$ cat config.mk
export PLATFORM = sky130hd
export DESIGN_NAME = mmcm_ps_ctrl
export DESIGN_NICKNAME = d
export VERILOG_FILES = /design/src/rtl/mmcm_ps_pkg.sv /design/src/rtl/mmcm_ps_phase_acc.sv /design/src/rtl/mmcm_ps_ctrl.sv
export SDC_FILE = /design/constraint.sdc
export NUM_CORES = 1
export LEC_CHECK = 0
export ABC_AREA = 1
export BUFFER_PORTS_ARGS = -buffer_cell sky130_fd_sc_hd__buf_2
export CORE_UTILIZATION = 39
export CTS_CLUSTER_DIAMETER = 50
export DETAILED_ROUTE_END_ITERATION = 12
export GPL_TIMING_DRIVEN = 0
export REMOVE_ABC_BUFFERS = 1
export SYNTH_ARGS = -nofsm -noshare
export SYNTH_HDL_FRONTEND = slang
export SYNTH_SLANG_ARGS = --single-unit
$ cat constraint.sdc
create_clock -name psclk -period 5.62 [get_ports psclk]
set_clock_uncertainty 0.1 [all_clocks]
set_input_delay 0.281 -clock psclk [delete_from_list [all_inputs] [get_ports psclk]]
set_output_delay 0.281 -clock psclk [all_outputs]
set_load 0.02 [all_outputs]
$ cat src/rtl/mmcm_ps_pkg.sv
// Shared state type and constants for the MMCM fine phase-shift sequencer.
// Optional feature macro used by the controller: MMCM_PS_SHORTEST_PATH_EN.
package mmcm_ps_pkg;

    typedef enum logic [2:0] {
        IDLE,
        PLAN,
        STEP,
        WAIT,
        FIN,
        ERR
    } ps_state_t;

    localparam logic PS_INC = 1'b1;
    localparam logic PS_DEC = 1'b0;

    // One fine step is 1/56 of a VCO period; the output period spans CLKOUT0_DIVIDE VCO periods.
    localparam int unsigned PS_STEPS_PER_VCO = 56;
    localparam int unsigned CLKOUT0_DIVIDE   = 10;
    localparam int unsigned PERIOD_STEPS_DEF = PS_STEPS_PER_VCO * CLKOUT0_DIVIDE;

endpackage

$ cat src/rtl/mmcm_ps_phase_acc.sv
// Phase register that steps by +/-1 modulo PERIOD_STEPS, with a synchronous clear
// used when the MMCM loses lock and discards its accumulated shift.
module mmcm_ps_phase_acc
    import mmcm_ps_pkg::*;
#(
    parameter int unsigned PHASE_W      = 16,
    parameter int unsigned PERIOD_STEPS = PERIOD_STEPS_DEF
) (
    input  logic               i_clk,
    input  logic               i_rst_n,
    input  logic               i_clr,
    input  logic               i_step,
    input  logic               i_inc,
    output logic [PHASE_W-1:0] o_phase
);

    localparam logic [PHASE_W-1:0] P_LAST = PHASE_W'(PERIOD_STEPS - 1);

    logic [PHASE_W-1:0] r_phase;

    always_ff @(posedge i_clk or negedge i_rst_n) begin
        if (!i_rst_n) begin
            r_phase <= '0;
        end else if (i_clr) begin
            r_phase <= '0;
        end else if (i_step) begin
            if (i_inc == PS_INC) begin
                r_phase <= (r_phase == P_LAST) ? '0 : r_phase + 1'b1;
            end else begin
                r_phase <= (r_phase == '0) ? P_LAST : r_phase - 1'b1;
            end
        end
    end

    assign o_phase = r_phase;

endmodule

$ cat src/rtl/mmcm_ps_ctrl.sv
// MMCM dynamic fine phase-shift sequencer: walks the tracked phase to an absolute target,
// one PSEN/PSDONE pair at a time. Define MMCM_PS_SHORTEST_PATH_EN to allow wrap-around moves.
module mmcm_ps_ctrl
    import mmcm_ps_pkg::*;
#(
    parameter int unsigned PHASE_W      = 16,
    parameter int unsigned PERIOD_STEPS = PERIOD_STEPS_DEF,
    parameter int unsigned TIMEOUT      = 64
) (
    input  logic               psclk,
    input  logic               resen,
    input  logic               locked,
    input  logic               req_valid,
    output logic               req_ready,
    input  logic [PHASE_W-1:0] req_target,
    output logic               psen,
    output logic               psincdec,
    input  logic               psdone,
    output logic [PHASE_W-1:0] phase,
    output logic               busy,
    output logic               done,
    output logic               err,
    output logic               fault
);

    localparam int unsigned        TMO_W    = (TIMEOUT > 1) ? $clog2(TIMEOUT) : 1;
    localparam logic [TMO_W-1:0]   TMO_LAST = TMO_W'(TIMEOUT - 1);
    localparam logic [PHASE_W-1:0] P_LAST   = PHASE_W'(PERIOD_STEPS - 1);

    ps_state_t          r_state;
    ps_state_t          w_next;
    logic [PHASE_W-1:0] r_target;
    logic [PHASE_W:0]   r_steps;
    logic               r_dir;
    logic [TMO_W-1:0]   r_tmo;
    logic               r_fault;
    logic               r_locked_d;

    logic [PHASE_W-1:0] w_phase;
    logic               w_step;
    logic               w_accept;
    logic               w_tmo_hit;
    logic [PHASE_W:0]   w_t;
    logic [PHASE_W:0]   w_p;
    logic [PHASE_W:0]   w_plan_steps;
    logic               w_plan_dir;

    assign w_accept  = (r_state == IDLE) && req_valid && locked;
    assign w_tmo_hit = locked && (r_state == WAIT) && !psdone && (r_tmo == TMO_LAST);

    assign w_t = {1'b0, r_target};
    assign w_p = {1'b0, w_phase};

`ifdef MMCM_PS_SHORTEST_PATH_EN
    localparam logic [PHASE_W:0] P_EXT  = (PHASE_W + 1)'(PERIOD_STEPS);
    localparam logic [PHASE_W:0] P_HALF = (PHASE_W + 1)'(PERIOD_STEPS / 2);

    logic [PHASE_W:0] w_up;

    // Forward distance modulo the period; ties and short forward distances go up.
    always_comb begin
        w_up         = (w_t >= w_p) ? (w_t - w_p) : (w_t + P_EXT - w_p);
        w_plan_dir   = PS_INC;
        w_plan_steps = w_up;
        if (w_up > P_HALF) begin
            w_plan_dir   = PS_DEC;
            w_plan_steps = P_EXT - w_up;
        end
    end
`else
    always_comb begin
        w_plan_dir   = PS_DEC;
        w_plan_steps = w_p - w_t;
        if (w_t > w_p) begin
            w_plan_dir   = PS_INC;
            w_plan_steps = w_t - w_p;
        end
    end
`endif

    always_comb begin
        w_next = r_state;
        w_step = 1'b0;
        case (r_state)
            IDLE: if (w_accept) w_next = PLAN;
            PLAN: begin
                if (r_target > P_LAST)        w_next = ERR;
                else if (w_plan_steps == '0)  w_next = FIN;
                else                          w_next = STEP;
            end
            STEP: w_next = WAIT;
            WAIT: begin
                if (psdone) begin
                    w_step = 1'b1;
                    w_next = (r_steps == (PHASE_W + 1)'(1)) ? FIN : STEP;
                end else if (r_tmo == TMO_LAST) begin
                    w_next = ERR;
                end
            end
            FIN:     w_next = IDLE;
            ERR:     w_next = IDLE;
            default: w_next = IDLE;
        endcase
        // Lock loss abandons the move silently from any state.
        if (!locked) begin
            w_next = IDLE;
            w_step = 1'b0;
        end
    end

    always_ff @(posedge psclk or negedge resen) begin
        if (!resen) r_state <= IDLE;
        else        r_state <= w_next;
    end

    always_ff @(posedge psclk or negedge resen) begin
        if (!resen) begin
            r_target   <= '0;
            r_steps    <= '0;
            r_dir      <= PS_DEC;
            r_tmo      <= '0;
            r_fault    <= 1'b0;
            r_locked_d <= 1'b0;
        end else begin
            r_locked_d <= locked;
            if (w_accept) r_target <= req_target;
            if (r_state == PLAN) begin
                r_dir   <= w_plan_dir;
                r_steps <= w_plan_steps;
            end
            if (w_step) r_steps <= r_steps - 1'b1;
            if (r_state == STEP)      r_tmo <= '0;
            else if (r_state == WAIT) r_tmo <= r_tmo + 1'b1;
            if (locked && !r_locked_d) r_fault <= 1'b0;
            else if (w_tmo_hit)        r_fault <= 1'b1;
        end
    end

    mmcm_ps_phase_acc #(
        .PHASE_W      (PHASE_W),
        .PERIOD_STEPS (PERIOD_STEPS)
    ) u_phase_acc (
        .i_clk   (psclk),
        .i_rst_n (resen),
        .i_clr   (!locked),
        .i_step  (w_step),
        .i_inc   (r_dir),
        .o_phase (w_phase)
    );

    assign phase     = w_phase;
    assign req_ready = locked && (r_state == IDLE);
    assign psen      = locked && (r_state == STEP);
    assign psincdec  = r_dir;
    assign busy      = (r_state == PLAN) || (r_state == STEP) || (r_state == WAIT);
    assign done      = locked && (r_state == FIN);
    assign err       = locked && (r_state == ERR);
    assign fault     = r_fault;

endmodule

==> results.sh <==
export IMPL_yosysTopAreaCell="dfrtp_1"
export IMPL_slew_viol_final=0
export IMPL_antenna_cells=0
export IMPL_cpPeakStageDelay_ns=0.86
export IMPL_cts_setup_buffers=0
export IMPL_cts_buffers=9
export IMPL_top_usage_layer="met2"
export IMPL_p_leak_uw=0.00341
export IMPL_cts_resized=0
export IMPL_ys_ff_latch=61
export IMPL_worst_pin_slew_ns=1.13
export IMPL_finalNetCount=1010
export IMPL_synth_ff_type="dfrtp_1"
export IMPL_core_area_um2=14600
export IMPL_yosysSeqAreaShare_pct=26.2
export IMPL_critical_path_class="register to register"
export IMPL_ant_nets=0
export IMPL_synthDominantCellAreaShare_pct=26.2
export IMPL_row_count=44
export IMPL_syn_area_um2=5830
export IMPL_synth_edf_count=0
export IMPL_die_width_um=124
export IMPL_grt_pass1_wl_mm=27.9
export IMPL_cts_buffer_depth=2
export IMPL_crit_arrival_ns=3.80
export IMPL_max_cap_violations=0
export IMPL_synthArstFlopShare_pct=100
export IMPL_use_met2_pct=36.6
export IMPL_cp_top_family="simple AND/OR/NAND/NOR gates"
export IMPL_yosysUniqueCellTypes=45
export IMPL_die_area_um2=15400
export IMPL_gp_congestion=0.931
export IMPL_fmax_ghz=0.272
export IMPL_synth_common_cells="242 x nand2_1, 145 x inv_1, 86 x nor2_1, 69 x nand3_1, 61 x dfrtp_1"
export IMPL_seq_power_share_pct=31.1
export IMPL_dp_slack_ns=1.98
export IMPL_critPathMaxFanout=23
export IMPL_crit_buf_inv=2
export IMPL_first_iter_violations=396
export IMPL_p_per_area_nw_per_um2=308
export IMPL_grt_use_met1_pct=29.7
export IMPL_drive_gt1_share_pct=9.22
export IMPL_period_minus_slack_ns=3.68
export IMPL_track_usage_pct=22.5
export IMPL_path_cells="nor2_4, inv_1, nor2_2, nand2_1, nor2_2, inv_1, or4_1, nand3_1, o211ai_1"
export IMPL_pwr_share_clk_pct=31.0
export IMPL_cp_data_required_time_ns=5.73
export IMPL_vias_per_cell=5.13
export IMPL_root_buffer="clkbuf_16"
export IMPL_pwr_share_comb_pct=37.9
export IMPL_grt_use_met3_pct=2.45
export IMPL_hp_class="primary input to register"
export IMPL_antenna_found_initial=0
export IMPL_wirelength_mm=16.6
export IMPL_setup_tns_ns=0
export IMPL_syn_inst=915
export IMPL_period_share_pct=65.5
export IMPL_cts_tree="built"
export IMPL_grt_ovfl_total=0
export IMPL_setup_violations_final=0
export IMPL_yosys_warnings=0
export IMPL_io_pins=44
export IMPL_crit_slowest_cell="nor2_2"
export IMPL_htree_levels=3
export IMPL_synthToLayoutAreaGrowth_pct=11.8
export IMPL_wl_per_cell_um=14.6
export IMPL_worst_skew_pair_late_latency_ns=0.34
export IMPL_status="finished clean"
export IMPL_postCtsHoldBufs=1
export IMPL_relSlewSlack_pct=24.8
export IMPL_grt_max_degree=62
export IMPL_swShare_pct=39.5
export IMPL_cts_sinks=61
export IMPL_grt_setup_unrepaired="false"
export IMPL_grt_pass1_vias=5687
export IMPL_end_kind="register"
export IMPL_drcViolationCount=0
export IMPL_fillers=1572
export IMPL_path_clk_slew_ns=0.05
export IMPL_synthTopCellsByArea="dfrtp_1 26%, nand2_1 16%, inv_1 9.3%, ha_1 8.2%, nand3_1 5.9%"
export IMPL_hold_viol=0
export IMPL_post_dp_hpwl_mm=12.8
export IMPL_cellInternalPower_uw=1220
export IMPL_avgSynthCellArea_um2=6.37
export IMPL_io_buffers=43
export IMPL_synth_most_common_cell="nand2_1"
export IMPL_die_height_um=124
export IMPL_first_pass_iters=7
export IMPL_vias=5839
export IMPL_start_util_pct=40.0
export IMPL_setup_ws_ns=1.94
export IMPL_cp_start_kind="register"
export IMPL_p_switching_uw=794
export IMPL_irDropWorstVdd_v=0.000151
sequential cells by signal, summed over array words and instances, names as in the netlist:
name and flops:
psincdec 1, r_target 16, u_phase_acc.o_phase 16, r_steps 17, r_locked_d 1, fault 1, r_state 3, r_tmo 6
kinds of logic (layout without fill, tap and decap cells):
family	count (synthesis)	in the layout	share of synthesized area, %
buffers and inverters	175	214	11.8
XOR/XNOR	26	26	3.90
flip-flops	61	61	26.2
AND/OR/NAND/NOR	469	469	34.8
AO/OA/AOI/OAI	144	144	14.5
adder cells (fa/ha/maj)	40	40	8.84
stage by stage:
stage	hold slack, ns	power (uW)	cells	util (%)	cell area [um^2]
final	0.0207	2010	1138	44.7	6520
after global routing	0.0241	2180	1138	44.7	6520
after CTS	0.0117	2030	1138	44.7	6520
after detailed placement	0.341	1390	1121	42.4	6180
after global placement	0.367	1380	1120	42.2	6160
after floorplan	-0.115	1190	893	-	5720
final cells by class:
cell class	instances	area, um^2	area share, %
clock buffers	13	260	3.99
well taps	184	230	3.53
inverters	153	574	8.81
repair buffers	45	239	3.67
multi-input cells	679	3620	55.6
flip-flops and latches	61	1530	23.4
clock inverters	3	67.6	1.04
worst register-to-register path, delay by kind of cell (launching register included):
family | cells | cell delay, ns
buffers and inverters | 2 | 0.78
DFF | 1 | 0.45
and+or+nand+nor | 6 | 2.13
AOI/OAI and AO/OA | 1 | 0.10
placed cells by master, fill, tap and decap left out, types with 4 or more instances in the layout:
master     instances
a31oi_1            6
xor2_1            23
nor2_2             7
nor2_1            86
o21ai_0           36
dfrtp_1           61
a21oi_1           55
ha_1              38
clkbuf_16          9
o211ai_1           9
inv_1            145
nand3_1           69
inv_2              7
o22ai_1           11
buf_2             42
nand2_2            4
nor3_1            24
nor4_1             6
nand2_1          242
o32ai_1            4
nand4_1           14
metal layers:
layer / vias to the layer above / wire length (um)
li1: 3037 / -
met1: 2625 / 7710
met2: 145 / 7630
met3: 32 / 704
met4: 0 / 522
met5: - / 0
power groups by stage:
| stage | Clock (uW) | Combinational (uW) | Sequential, uW |
|---|---|---|---|
| after floorplan | 0 | 584 | 607 |
| after global placement | 0 | 752 | 631 |
| after detailed placement | 0 | 765 | 628 |
| after CTS | 636 | 766 | 625 |
| after global routing | 650 | 891 | 642 |
| final | 623 | 763 | 625 |
path summary, 6_finish.rpt:
check                           start     endpoint  slack (ns)  cells after the start
max                        r_state[2]   r_steps[7]        1.94                      9
min                            locked   r_locked_d        0.02                      1
max reg2reg                r_state[2]   r_steps[7]        1.94                      9
min reg2reg                r_locked_d        fault        0.40                      2
max in group asynchronous       resen  r_target[9]        4.39                      2
min in group asynchronous       resen   r_steps[1]        0.49                      2
Power figures use the tool's default switching activity.
